--- config.mk ---
export PLATFORM = sky130hd
export DESIGN_NAME = poly_byte_encoder
export DESIGN_NICKNAME = d
export VERILOG_FILES = /design/src/rtl/kyber_pkg.sv /design/src/rtl/poly_byte_encoder_packer.sv /design/src/rtl/poly_byte_encoder.sv
export SDC_FILE = /design/constraint.sdc
export NUM_CORES = 1
export LEC_CHECK = 0
export CAP_MARGIN = 5
export CORE_MARGIN = 5
export CORE_UTILIZATION = 40
export CTS_CLUSTER_DIAMETER = 150
export DETAILED_ROUTE_END_ITERATION = 16
export PLACE_DENSITY_LB_ADDON = 0.25
export SKIP_CTS_REPAIR_TIMING = 1
export SLEW_MARGIN = 30
export SYNTH_ARGS = -nofsm -noshare
export SYNTH_HDL_FRONTEND = slang
export SYNTH_HIERARCHICAL = 1
export SYNTH_SLANG_ARGS = --single-unit
--- constraint.sdc ---
create_clock -name clk -period 5 [get_ports clk]
set_clock_uncertainty 0.15 [all_clocks]
set_input_delay 1.25 -clock clk [delete_from_list [all_inputs] [get_ports clk]]
set_output_delay 1.25 -clock clk [all_outputs]
set_load 0.02 [all_outputs]
--- src/rtl/kyber_pkg.sv ---
// Shared polynomial constants, encoder state type and the pass-to-lane map.
// Build option: POLY_ENC_REDUCE_EN selects canonical (mod q) byte encoding.
package kyber_pkg;

   localparam int KYBER_Q    = 3329;
   localparam int KYBER_N    = 256;
   localparam int COEFF_W    = 12;
   localparam int POLY_WORDS = 32;
   localparam int LANES      = 8;

   typedef enum logic [2:0] {
      S_IDLE,
      S_REQ,
      S_CAP,
      S_SEND,
      S_DONE
   } enc_state_t;

   // Lower lane of the pair carrying coefficients 64*pass + 2*word (+1).
   function automatic logic [2:0] pass_lane(input logic [1:0] pass);
      logic [2:0] lane;
      unique case (pass)
         2'd0: lane = 3'd0;
         2'd1: lane = 3'd4;
         2'd2: lane = 3'd2;
         default: lane = 3'd6;
      endcase
      return lane;
   endfunction

endpackage

--- src/rtl/poly_byte_encoder_packer.sv ---
// Packs two 12-bit coefficients into three ByteEncode_12 bytes.
// With POLY_ENC_REDUCE_EN, values >= q are reduced once before packing.
module coeff_pair_packer
   import kyber_pkg::*;
(
   input  logic [COEFF_W-1:0] c0,
   input  logic [COEFF_W-1:0] c1,
   output logic [23:0]        bits
);

   logic [COEFF_W-1:0] r0;
   logic [COEFF_W-1:0] r1;

`ifdef POLY_ENC_REDUCE_EN
   localparam logic [COEFF_W-1:0] Q = COEFF_W'(KYBER_Q);
   assign r0 = (c0 >= Q) ? c0 - Q : c0;
   assign r1 = (c1 >= Q) ? c1 - Q : c1;
`else
   assign r0 = c0;
   assign r1 = c1;
`endif

   // byte0 = r0[7:0], byte1 = {r1[3:0], r0[11:8]}, byte2 = r1[11:4]
   assign bits = {r1, r0};

endmodule

--- src/rtl/poly_byte_encoder.sv ---
// Streams a sampler-layout polynomial from RAM as 384 ByteEncode_12 bytes.
// Build option: POLY_ENC_REDUCE_EN enables canonical reduction in the packer.
module poly_byte_encoder
   import kyber_pkg::*;
(
   input  logic        clk,
   input  logic        rst,
   input  logic        active,
   input  logic [7:0]  ram_r_start_offset,
   output logic        ren,
   output logic [7:0]  raddr,
   input  logic [95:0] din,
   output logic        dout_valid,
   input  logic        dout_ready,
   output logic [7:0]  dout,
   output logic        busy,
   output logic        done
);

   enc_state_t state;
   enc_state_t nstate;

   logic [7:0]  offset;
   logic [1:0]  pass;
   logic [4:0]  word;
   logic [1:0]  byte_cnt;
   logic [23:0] hold;

   logic [2:0]         lane;
   logic [COEFF_W-1:0] c0;
   logic [COEFF_W-1:0] c1;
   logic [23:0]        pair_bits;
   logic               last_byte;

   assign lane = pass_lane(pass);
   assign c0 = din[COEFF_W*int'(lane) +: COEFF_W];
   assign c1 = din[COEFF_W*(int'(lane)+1) +: COEFF_W];
   assign last_byte = dout_ready && (byte_cnt == 2'd2);

   coeff_pair_packer u_packer (
      .c0   (c0),
      .c1   (c1),
      .bits (pair_bits)
   );

   always_ff @(posedge clk) begin
      if (rst) begin
         state    <= S_IDLE;
         offset   <= '0;
         pass     <= '0;
         word     <= '0;
         byte_cnt <= '0;
         hold     <= '0;
      end else begin
         state <= nstate;
         unique case (state)
            S_IDLE: begin
               if (active) begin
                  offset   <= ram_r_start_offset;
                  pass     <= '0;
                  word     <= '0;
                  byte_cnt <= '0;
               end
            end
            S_CAP: hold <= pair_bits;
            S_SEND: begin
               if (last_byte) begin
                  byte_cnt <= '0;
                  word     <= word + 5'd1;
                  if (word == 5'd31) pass <= pass + 2'd1;
               end else if (dout_ready) begin
                  byte_cnt <= byte_cnt + 2'd1;
               end
            end
            default: ;
         endcase
      end
   end

   always_comb begin
      nstate = state;
      unique case (state)
         S_IDLE: if (active) nstate = S_REQ;
         S_REQ:  nstate = S_CAP;
         S_CAP:  nstate = S_SEND;
         S_SEND: begin
            if (last_byte)
               nstate = (pass == 2'd3 && word == 5'd31) ? S_DONE : S_REQ;
         end
         default: nstate = S_IDLE;
      endcase
   end

   always_comb begin
      ren        = (state == S_REQ);
      raddr      = ren ? offset + {3'b000, word} : 8'h00;
      dout_valid = (state == S_SEND);
      busy       = (state == S_REQ) || (state == S_CAP) || (state == S_SEND);
      done       = (state == S_DONE);
      dout       = 8'h00;
      if (dout_valid) begin
         unique case (byte_cnt)
            2'd0:    dout = hold[7:0];
            2'd1:    dout = hold[15:8];
            default: dout = hold[23:16];
         endcase
      end
   end

endmodule

==> flow_metrics.env, run 1 <==
export IMPL_run_status="finished clean"
export IMPL_crit_fanout=5
export IMPL_period_share_pct=80.9
export IMPL_synth_edf_count=0
export IMPL_cts_buffer_depth=2
export IMPL_synth_nets=574
export IMPL_synth_common_cells="nand2_1 (117), a21oi_1 (46), dfxtp_1 (44)"
export IMPL_ys_types=50
export IMPL_antenna_found_initial=0
export IMPL_path_clk_slew_ns=0.08
export IMPL_synth_top_area_share_pct=27.1
export IMPL_leakage_nw=1.70
export IMPL_synth_area_leader_cell="dfxtp_1"
export IMPL_post_route_drc_count=0
export IMPL_synth_most_common_cell="nand2_1"
export IMPL_cp_start_kind="flop"
export IMPL_grt_pass1_vias=3404
export IMPL_die_area_um2=10000
export IMPL_ys_ff_latch=44
export IMPL_drive_gt1_share_pct=5.23
export IMPL_vias=3324
export IMPL_yosys_warnings=6
export IMPL_die_x_um=100
export IMPL_htreeDepth=2
export IMPL_drt_iter0_markers=117
export IMPL_crit_type="flop to output port"
export IMPL_nFillCells=747
export IMPL_fin_crit_ns=4.04
export IMPL_cts_root_buf="clkbuf_8"
export IMPL_async_flop_share_pct=0
export IMPL_clock_latency_ns=0.30
export IMPL_grt_pass1_wl_um=15900
export IMPL_synthesis_area_um2=3250
export IMPL_dr_pass1_iters=4
export IMPL_post_dp_hpwl_um=7340
export IMPL_core_um2=7810
export IMPL_finalNonFillerCells=637
export IMPL_syn2layout_area_growth_pct=36.9
export IMPL_drt_wl_total_um=9370
export IMPL_maxSlewHeadroom_pct=41.2
export IMPL_reg2reg_depth=6
export IMPL_syn_area_per_cell_um2=7.14
export IMPL_cp_data_arrival_time_ns=2.64
export IMPL_detail_route_antenna_nets=0
export IMPL_multi_input_area_um2=1990
export IMPL_crit_path_end_kind="output port"
export IMPL_cts_tree="yes"
export IMPL_row_count=32
export IMPL_ys_seq_area_share_pct=27.1
export IMPL_netlist_instances=455
export IMPL_post_place_cells=629
export IMPL_fmax_ghz=0.247
export IMPL_final_setup_viol_count=0
export IMPL_fin_tns_setup_ns=0
export IMPL_hold_class="flop to flop"
export IMPL_synth_area_top_cells="dfxtp_1 (27%), nand2_1 (14%), a21oi_1 (7.1%)"
export IMPL_final_hold_violation_count=0
export IMPL_p_per_area_nw_per_um2=199
export IMPL_rsz0062_at_grt="no"
export IMPL_crit_required_ns=3.60
export IMPL_routedWlPerCell_um=14.7
export IMPL_overflow=0
export IMPL_cts_sinks=44
export IMPL_synthFlopType="dfxtp_1"
export IMPL_place_congestion=0.874
export IMPL_grt_usage_pct=19.2
export IMPL_grt_max_degree=48
export IMPL_regToRegSetupSlack_ns=2.13
export IMPL_max_cap_viol_count=0
export IMPL_ir_drop_uv=135
export IMPL_nets=653
export IMPL_viasPerCell=5.22
export IMPL_io_buffers=127
export IMPL_start_util_pct=41.6
export IMPL_worstMarginPinSlew_ns=0.881
export IMPL_ff_latch_area_um2=881
export IMPL_die_y_um=100
export IMPL_worstHoldPathCells=2
export IMPL_maxSlewViolCount=0
export IMPL_io_pin_count=128
export IMPL_antennaDiodeCount=0
export IMPL_numCtsBuffers=5
==> path summary, 6_finish.rpt <==
| kind | start | endpoint |
|---|---|---|
| worst max register to register | pass[1]$_SDFFE_PP0P_ | hold[7]$_SDFFE_PP0P_ |
| worst max-delay path | word[0]$_SDFFE_PP0P_ | raddr[6] |
| worst min-delay path | hold[9]$_SDFFE_PP0P_ | hold[9]$_SDFFE_PP0P_ |
| worst min register to register | hold[9]$_SDFFE_PP0P_ | hold[9]$_SDFFE_PP0P_ |
==> layout by cell type, fill, tap and decap left out, types with 2 or more instances in the layout <==
cell,synthesis,final
inv_1,2,2
a21o_1,2,2
a22oi_1,2,2
dfxtp_1,44,44
a21oi_1,46,46
and3_1,3,3
nor2b_1,25,25
clkbuf_8,0,6
o21ai_0,7,7
a311oi_1,2,2
nand3b_1,2,2
mux2i_1,12,12
or3_1,2,2
nor3_1,3,3
nor2_1,34,34
clkdlybuf4s50_1,0,127
or3b_1,2,2
a211oi_1,25,25
or2_2,2,2
ha_1,10,10
a31oi_1,25,25
nand2_1,117,117
nor3b_1,3,3
buf_4,25,5
and2_2,2,2
==> per-layer routing <==
| layer | up-vias | wire length [um] | share of wire (%) | global-route usage, % |
|---|---|---|---|---|
| met5 | - | 0 | 0 | 0 |
| met4 | 0 | 131 | 1.4 | 5.70 |
| met3 | 11 | 832 | 8.9 | 6.18 |
| met2 | 117 | 4180 | 45 | 31.0 |
| met1 | 1499 | 4220 | 45 | 24.5 |
| li1 | 1697 | - | - | - |
==> cell type report <==
class / count / share of cell area, %
Clock inverter: 2 / 0.872
Timing Repair Buffer: 132 / 29.4
Multi-Input combinational cell: 347 / 44.7
Clock buffer: 6 / 1.86
Inverter: 4 / 0.450
Tap cell: 102 / 2.87
Sequential cell: 44 / 19.8
==> stage by stage <==
| step | setup slack [ns] | cell area, um2 | util, % | power [mW] | hold slack (ns) |
|---|---|---|---|---|---|
| after floorplan | 1.65 | 3250 | - | 0.508 | 0.286 |
| after global placement | 1.32 | 4330 | 55.4 | 0.603 | 0.292 |
| after detailed placement | 1.27 | 4330 | 55.4 | 0.606 | 0.298 |
| after CTS | 0.929 | 4450 | 57.0 | 0.894 | 0.310 |
| after global routing | 0.843 | 4450 | 57.0 | 0.931 | 0.328 |
| final | 0.956 | 4450 | 57.0 | 0.884 | 0.307 |
==> cells by family after synthesis <==
family	share of synthesized area, %
compound gates	21.3
xor+xnor	0.539
fa+ha+maj	4.47
buf+inv	11.7
flops	27.1
mux	4.39
simple gates	30.5
==> flip-flops by register name, summed over array words and instances (netlist names) <==
| signal | count |
|---|---|
| hold | 24 |
| pass | 2 |
| offset | 8 |
| state | 3 |
| word | 5 |
| byte_cnt | 2 |
==> report_power, final <==
group	internal, mW	switching [mW]
Clock	0.163	0.124
Combinational	0.125	0.0870
Sequential	0.369	0.0167
Total	0.657	0.227
==> worst max-delay path, cell delays in order (launching register included) <==
cell and delay [ns]:
dfxtp_1 0.36, ha_1 0.24, fa_1 0.42, a21o_1 0.19, and4_1 0.21, o21ai_0 0.12, nor3b_1 0.19, clkdlybuf4s50_1 0.63
(Power assumes the default switching activity.)
==> run 2: changes to the inputs <==
clock period = 3.65 ns   (was 5 ns; I/O delays follow)
==> flow_metrics.env, run 2 (synthesized netlist as in run 1, its figures left out) <==
export IMPL_clock_latency_ns=0.29
export IMPL_start_util_pct=41.6
export IMPL_ff_latch_area_um2=881
export IMPL_crit_start="word[0]$_SDFFE_PP0P_"
export IMPL_path_cells="ha_1 -> fa_1 -> a21o_1 -> a21oi_1 -> xor2_1 -> nor2_1 -> clkdlybuf4s50_1"
export IMPL_cts_tree="yes"
export IMPL_cp_start_kind="flop"
export IMPL_drive_gt1_share_pct=6.10
export IMPL_row_count=32
export IMPL_setup_ws_ns=0.161
export IMPL_crit_family="adder cells"
export IMPL_grt_usage_pct=19.3
export IMPL_final_setup_viol_count=0
export IMPL_cp_data_arrival_time_ns=2.43
export IMPL_maxSlewViolCount=0
export IMPL_reg_top3="hold: 24 flops, offset: 8 flops, word: 5 flops"
export IMPL_numCtsBuffers=5
export IMPL_die_area_um2=10000
export IMPL_nets=659
export IMPL_worstHoldEndpoint="hold[16]$_SDFFE_PP0P_"
export IMPL_cts_buffer_depth=2
export IMPL_rr_startpoint="pass[1]$_SDFFE_PP0P_"
export IMPL_fin_tns_setup_ns=0
export IMPL_nFillCells=735
export IMPL_hold_path_startpoint="hold[16]$_SDFFE_PP0P_"
export IMPL_vias=3347
export IMPL_viasPerCell=5.21
export IMPL_rsz0062_at_grt="no"
export IMPL_ir_drop_uv=141
export IMPL_leakage_nw=1.74
export IMPL_period_share_pct=95.6
export IMPL_io_pin_count=128
export IMPL_worstMarginPinSlew_ns=0.839
export IMPL_cts_root_buf="clkbuf_8"
export IMPL_overflow=0
export IMPL_core_um2=7810
export IMPL_crit_path_end_kind="output port"
export IMPL_p_per_area_nw_per_um2=253
export IMPL_post_dp_hpwl_um=7480
export IMPL_grt_max_degree=48
export IMPL_io_buffers=127
export IMPL_path_clk_slew_ns=0.08
export IMPL_grt_pass1_vias=3384
export IMPL_r2r_end="hold[4]$_SDFFE_PP0P_"
export IMPL_final_common_cell="clkdlybuf4s50_1"
export IMPL_layout_common_cells="clkdlybuf4s50_1 (126), nand2_1 (117), a21oi_1 (46), dfxtp_1 (44), nor2_1 (34)"
export IMPL_top_register="hold"
export IMPL_grt_pass1_wl_um=15800
export IMPL_critical_path_slowest_cell="clkdlybuf4s50_1"
export IMPL_maxSlewHeadroom_pct=44.1
export IMPL_reg2reg_depth=6
export IMPL_dr_pass1_iters=4
export IMPL_routedWlPerCell_um=14.7
export IMPL_run_status="finished clean"
export IMPL_final_hold_violation_count=0
export IMPL_crit_type="flop to output port"
export IMPL_die_x_um=100
export IMPL_crit_fanout=5
export IMPL_hold_class="flop to flop"
export IMPL_worstHoldPathCells=2
export IMPL_drt_wl_total_um=9460
export IMPL_crit_required_ns=2.59
export IMPL_syn2layout_area_growth_pct=37.6
export IMPL_die_y_um=100
export IMPL_regToRegSetupSlack_ns=1.21
export IMPL_place_congestion=0.867
export IMPL_antenna_found_initial=0
export IMPL_total_power_mw=1.13
export IMPL_cts_sinks=44
export IMPL_path_buf_inv=1
export IMPL_post_route_drc_count=0
export IMPL_detail_route_antenna_nets=0
export IMPL_fin_crit_ns=3.49
export IMPL_htreeDepth=2
export IMPL_antennaDiodeCount=0
export IMPL_max_cap_viol_count=0
export IMPL_drt_iter0_markers=144
export IMPL_largest_reg_flops=24
export IMPL_timing_critical_path_slowest_cell_delay_ns=0.61
export IMPL_multi_input_area_um2=1990
export IMPL_fmax_ghz=0.287
export IMPL_place_ws_ns=0.279
[run 2: cell type report]
type	instances	share of cell area, %
clock buffer	8	2.02
inverter	4	0.448
multi-input combinational	347	44.6
sequential	44	19.7
tap	102	2.86
timing repair buffer	138	30.4
[run 2: power breakdown]
| part | switching [mW] | leakage (nW) | internal (mW) | total, mW |
|---|---|---|---|---|
| Sequential | 0.0160 | 0.358 | 0.505 | 0.521 |
| Clock | 0.151 | 0.0455 | 0.154 | 0.305 |
| Combinational | 0.128 | 1.33 | 0.176 | 0.304 |
| Total | 0.294 | 1.74 | 0.836 | 1.13 |
[run 2: how the worst max path moves through the flow]
stage,endpoint,slack (ns),cells past startpoint
floorplan,raddr[6],0.63,6
global placement,raddr[6],0.30,7
detailed placement,raddr[6],0.28,7
CTS,raddr[6],-0.07,7
global route,raddr[4],0.02,7
finish,raddr[4],0.16,7
[run 2: routing by layer]
layer	up-vias	track usage (%)	part of all wire, %
met2	113	31.9	46
li1	1714	-	-
met5	-	0	0
met1	1514	23.9	45
met3	6	6.95	8.5
met4	0	4.77	0.96
[run 2: worst reg2reg max path: cells and delay by family, from the launching register on]
family          cells  cell delay (ns)
flops               1             0.32
simple gates        2             0.78
mux                 1             0.44
fa+ha+maj           1             0.29
compound gates      1             0.06
buf+inv             1             0.27
[run 2: per-stage QoR]
| stage | instance area (um2) | hold slack (ns) | util, % | instances |
|---|---|---|---|---|
| after floorplan | 3250 | 0.286 | - | 455 |
| after global placement | 4370 | 0.292 | 56.0 | 635 |
| after detailed placement | 4370 | 0.297 | 56.0 | 635 |
| after CTS | 4460 | 0.308 | 57.1 | 643 |
| after global routing | 4470 | 0.328 | 57.2 | 643 |
| final | 4470 | 0.308 | 57.2 | 643 |
==> run 3: changes to the inputs <==
SLEW_MARGIN = 15   (was 30)
clock period = 4.42 ns   (was 3.65 ns; I/O delays follow)
==> flow_metrics.env, run 3 (synthesized netlist as in run 1, its figures left out) <==
export IMPL_run_status="finished clean"
export IMPL_final_common_cell="clkdlybuf4s50_1"
export IMPL_io_pin_count=128
export IMPL_die_x_um=100
export IMPL_nets=654
export IMPL_io_buffers=127
export IMPL_hold_path_startpoint="hold[7]$_SDFFE_PP0P_"
export IMPL_vias=3305
export IMPL_core_um2=7810
export IMPL_path_clk_slew_ns=0.08
export IMPL_crit_path_end_kind="output port"
export IMPL_post_place_cells=630
export IMPL_place_ws_ns=0.847
export IMPL_grt_max_degree=48
export IMPL_utilization_pct=56.5
export IMPL_p_sw_share_pct=27.4
export IMPL_p_int_mw=0.665
export IMPL_grt_pass1_wl_um=15500
export IMPL_fmax_ghz=0.257
export IMPL_ir_drop_uv=112
export IMPL_p_per_area_nw_per_um2=208
export IMPL_syn2layout_area_growth_pct=35.9
export IMPL_p_switching_mw=0.251
export IMPL_start_util_pct=41.6
export IMPL_fin_crit_ns=3.89
export IMPL_post_dp_hpwl_um=7420
export IMPL_post_route_drc_count=0
export IMPL_crit_type="flop to output port"
export IMPL_maxSlewHeadroom_pct=45.6
export IMPL_max_cap_viol_count=0
export IMPL_p_seq_share_pct=47.5
export IMPL_setup_ws_ns=0.531
export IMPL_antenna_found_initial=0
export IMPL_die_area_um2=10000
export IMPL_leakage_nw=1.69
export IMPL_hold_class="flop to flop"
export IMPL_reg_top3="hold: 24 flops, offset: 8 flops, word: 5 flops"
export IMPL_maxSlewViolCount=0
export IMPL_worstMarginPinSlew_ns=0.816
export IMPL_grt_usage_pct=18.8
export IMPL_cts_buffer_depth=2
export IMPL_worstHoldPathCells=2
export IMPL_reg2reg_depth=9
export IMPL_final_hold_violation_count=0
export IMPL_die_y_um=100
export IMPL_clock_latency_ns=0.29
export IMPL_antennaDiodeCount=0
export IMPL_largest_reg_flops=24
export IMPL_routedWlPerCell_um=14.8
export IMPL_grt_pass1_vias=3396
export IMPL_rr_startpoint="pass[1]$_SDFFE_PP0P_"
export IMPL_postLayoutCellArea_um2=4410
export IMPL_place_congestion=0.861
export IMPL_top_register="hold"
export IMPL_rsz0062_at_grt="no"
export IMPL_numCtsBuffers=5
export IMPL_overflow=0
export IMPL_fin_tns_setup_ns=0
export IMPL_layout_common_cells="clkdlybuf4s50_1 (127), nand2_1 (117), a21oi_1 (46), dfxtp_1 (44), nor2_1 (34)"
export IMPL_r2r_end="hold[21]$_SDFFE_PP0P_"
export IMPL_viasPerCell=5.19
export IMPL_drt_wl_total_um=9410
export IMPL_cp_data_arrival_time_ns=2.63
export IMPL_period_share_pct=88.0
export IMPL_worstHoldEndpoint="hold[7]$_SDFFE_PP0P_"
export IMPL_detail_route_antenna_nets=0
export IMPL_crit_fanout=5
export IMPL_power_clock_fraction_pct=26.3
export IMPL_cts_tree="yes"
export IMPL_dpl_cell_area_um2=4330
export IMPL_dr_pass1_iters=4
export IMPL_drt_iter0_markers=139
export IMPL_row_count=32
export IMPL_htreeDepth=2
export IMPL_regToRegSetupSlack_ns=2.20
export IMPL_nFillCells=744
export IMPL_crit_required_ns=3.16
export IMPL_cts_root_buf="clkbuf_8"
export IMPL_cts_sinks=44
export IMPL_drive_gt1_share_pct=5.23
export IMPL_finalNonFillerCells=637
export IMPL_comb_power_share_pct=26.2
export IMPL_cp_start_kind="flop"
export IMPL_final_setup_viol_count=0
[run 3: changes by cell type in the layout (fill, tap and decap cells not counted)]
cell,delta
a211oi_1,+1
a211oi_2,-1
buf_4,-5
clkbuf_1,-2
clkbuf_8,-1
clkdlybuf4s50_1,+1
clkinv_2,+1
clkinvlp_4,+1
dlymetal6s2s_1,-1
[run 3: area by class of cell]
type	instances	area (um2)	area share, %
clock inverter	2	12.5	0.283
sequential	44	881	20.0
clock buffer	5	68.8	1.56
tap	102	128	2.89
multi-input combinational	347	1990	45.0
timing repair buffer	133	1320	29.8
inverter	4	20.0	0.454
[run 3: worst max-delay path by stage]
stage	from	end	slack (ns)	cells past startpoint
after floorplan	word[0]$_SDFFE_PP0P_	raddr[6]	1.21	6
after global placement	word[0]$_SDFFE_PP0P_	raddr[6]	0.89	7
after detailed placement	word[0]$_SDFFE_PP0P_	raddr[6]	0.85	7
after CTS	word[0]$_SDFFE_PP0P_	raddr[6]	0.51	7
after global routing	word[0]$_SDFFE_PP0P_	raddr[6]	0.43	7
final	word[0]$_SDFFE_PP0P_	raddr[6]	0.53	7
[run 3: power groups by stage]
stage	registers (mW)	logic (mW)	clock network (mW)
2_1_floorplan	0.435	0.140	0
6_report	0.436	0.240	0.241
5_1_grt	0.439	0.264	0.260
4_1_cts	0.436	0.243	0.248
3_3_place_gp	0.444	0.239	0
3_5_place_dp	0.445	0.242	0
[run 3: per-layer routing]
metal	wire length, um	global-route usage [%]
met1	4310	23.8
met2	4300	32.0
met3	735	5.35
met4	62	3.63
met5	0	0
[run 3: critical path: stages (launching register included)]
cell             delay, ns
dfxtp_1               0.36
ha_1                  0.24
fa_1                  0.42
a21o_1                0.19
and4_1                0.21
o21ai_0               0.12
nor3b_1               0.19
clkdlybuf4s50_1       0.63
[run 3: through the flow]
step                power [mW]  hold WS (ns)
floorplan                0.575         0.286
global placement         0.682         0.292
detailed placement       0.687         0.297
CTS                      0.927         0.308
global route             0.963         0.322
finish                   0.917         0.308
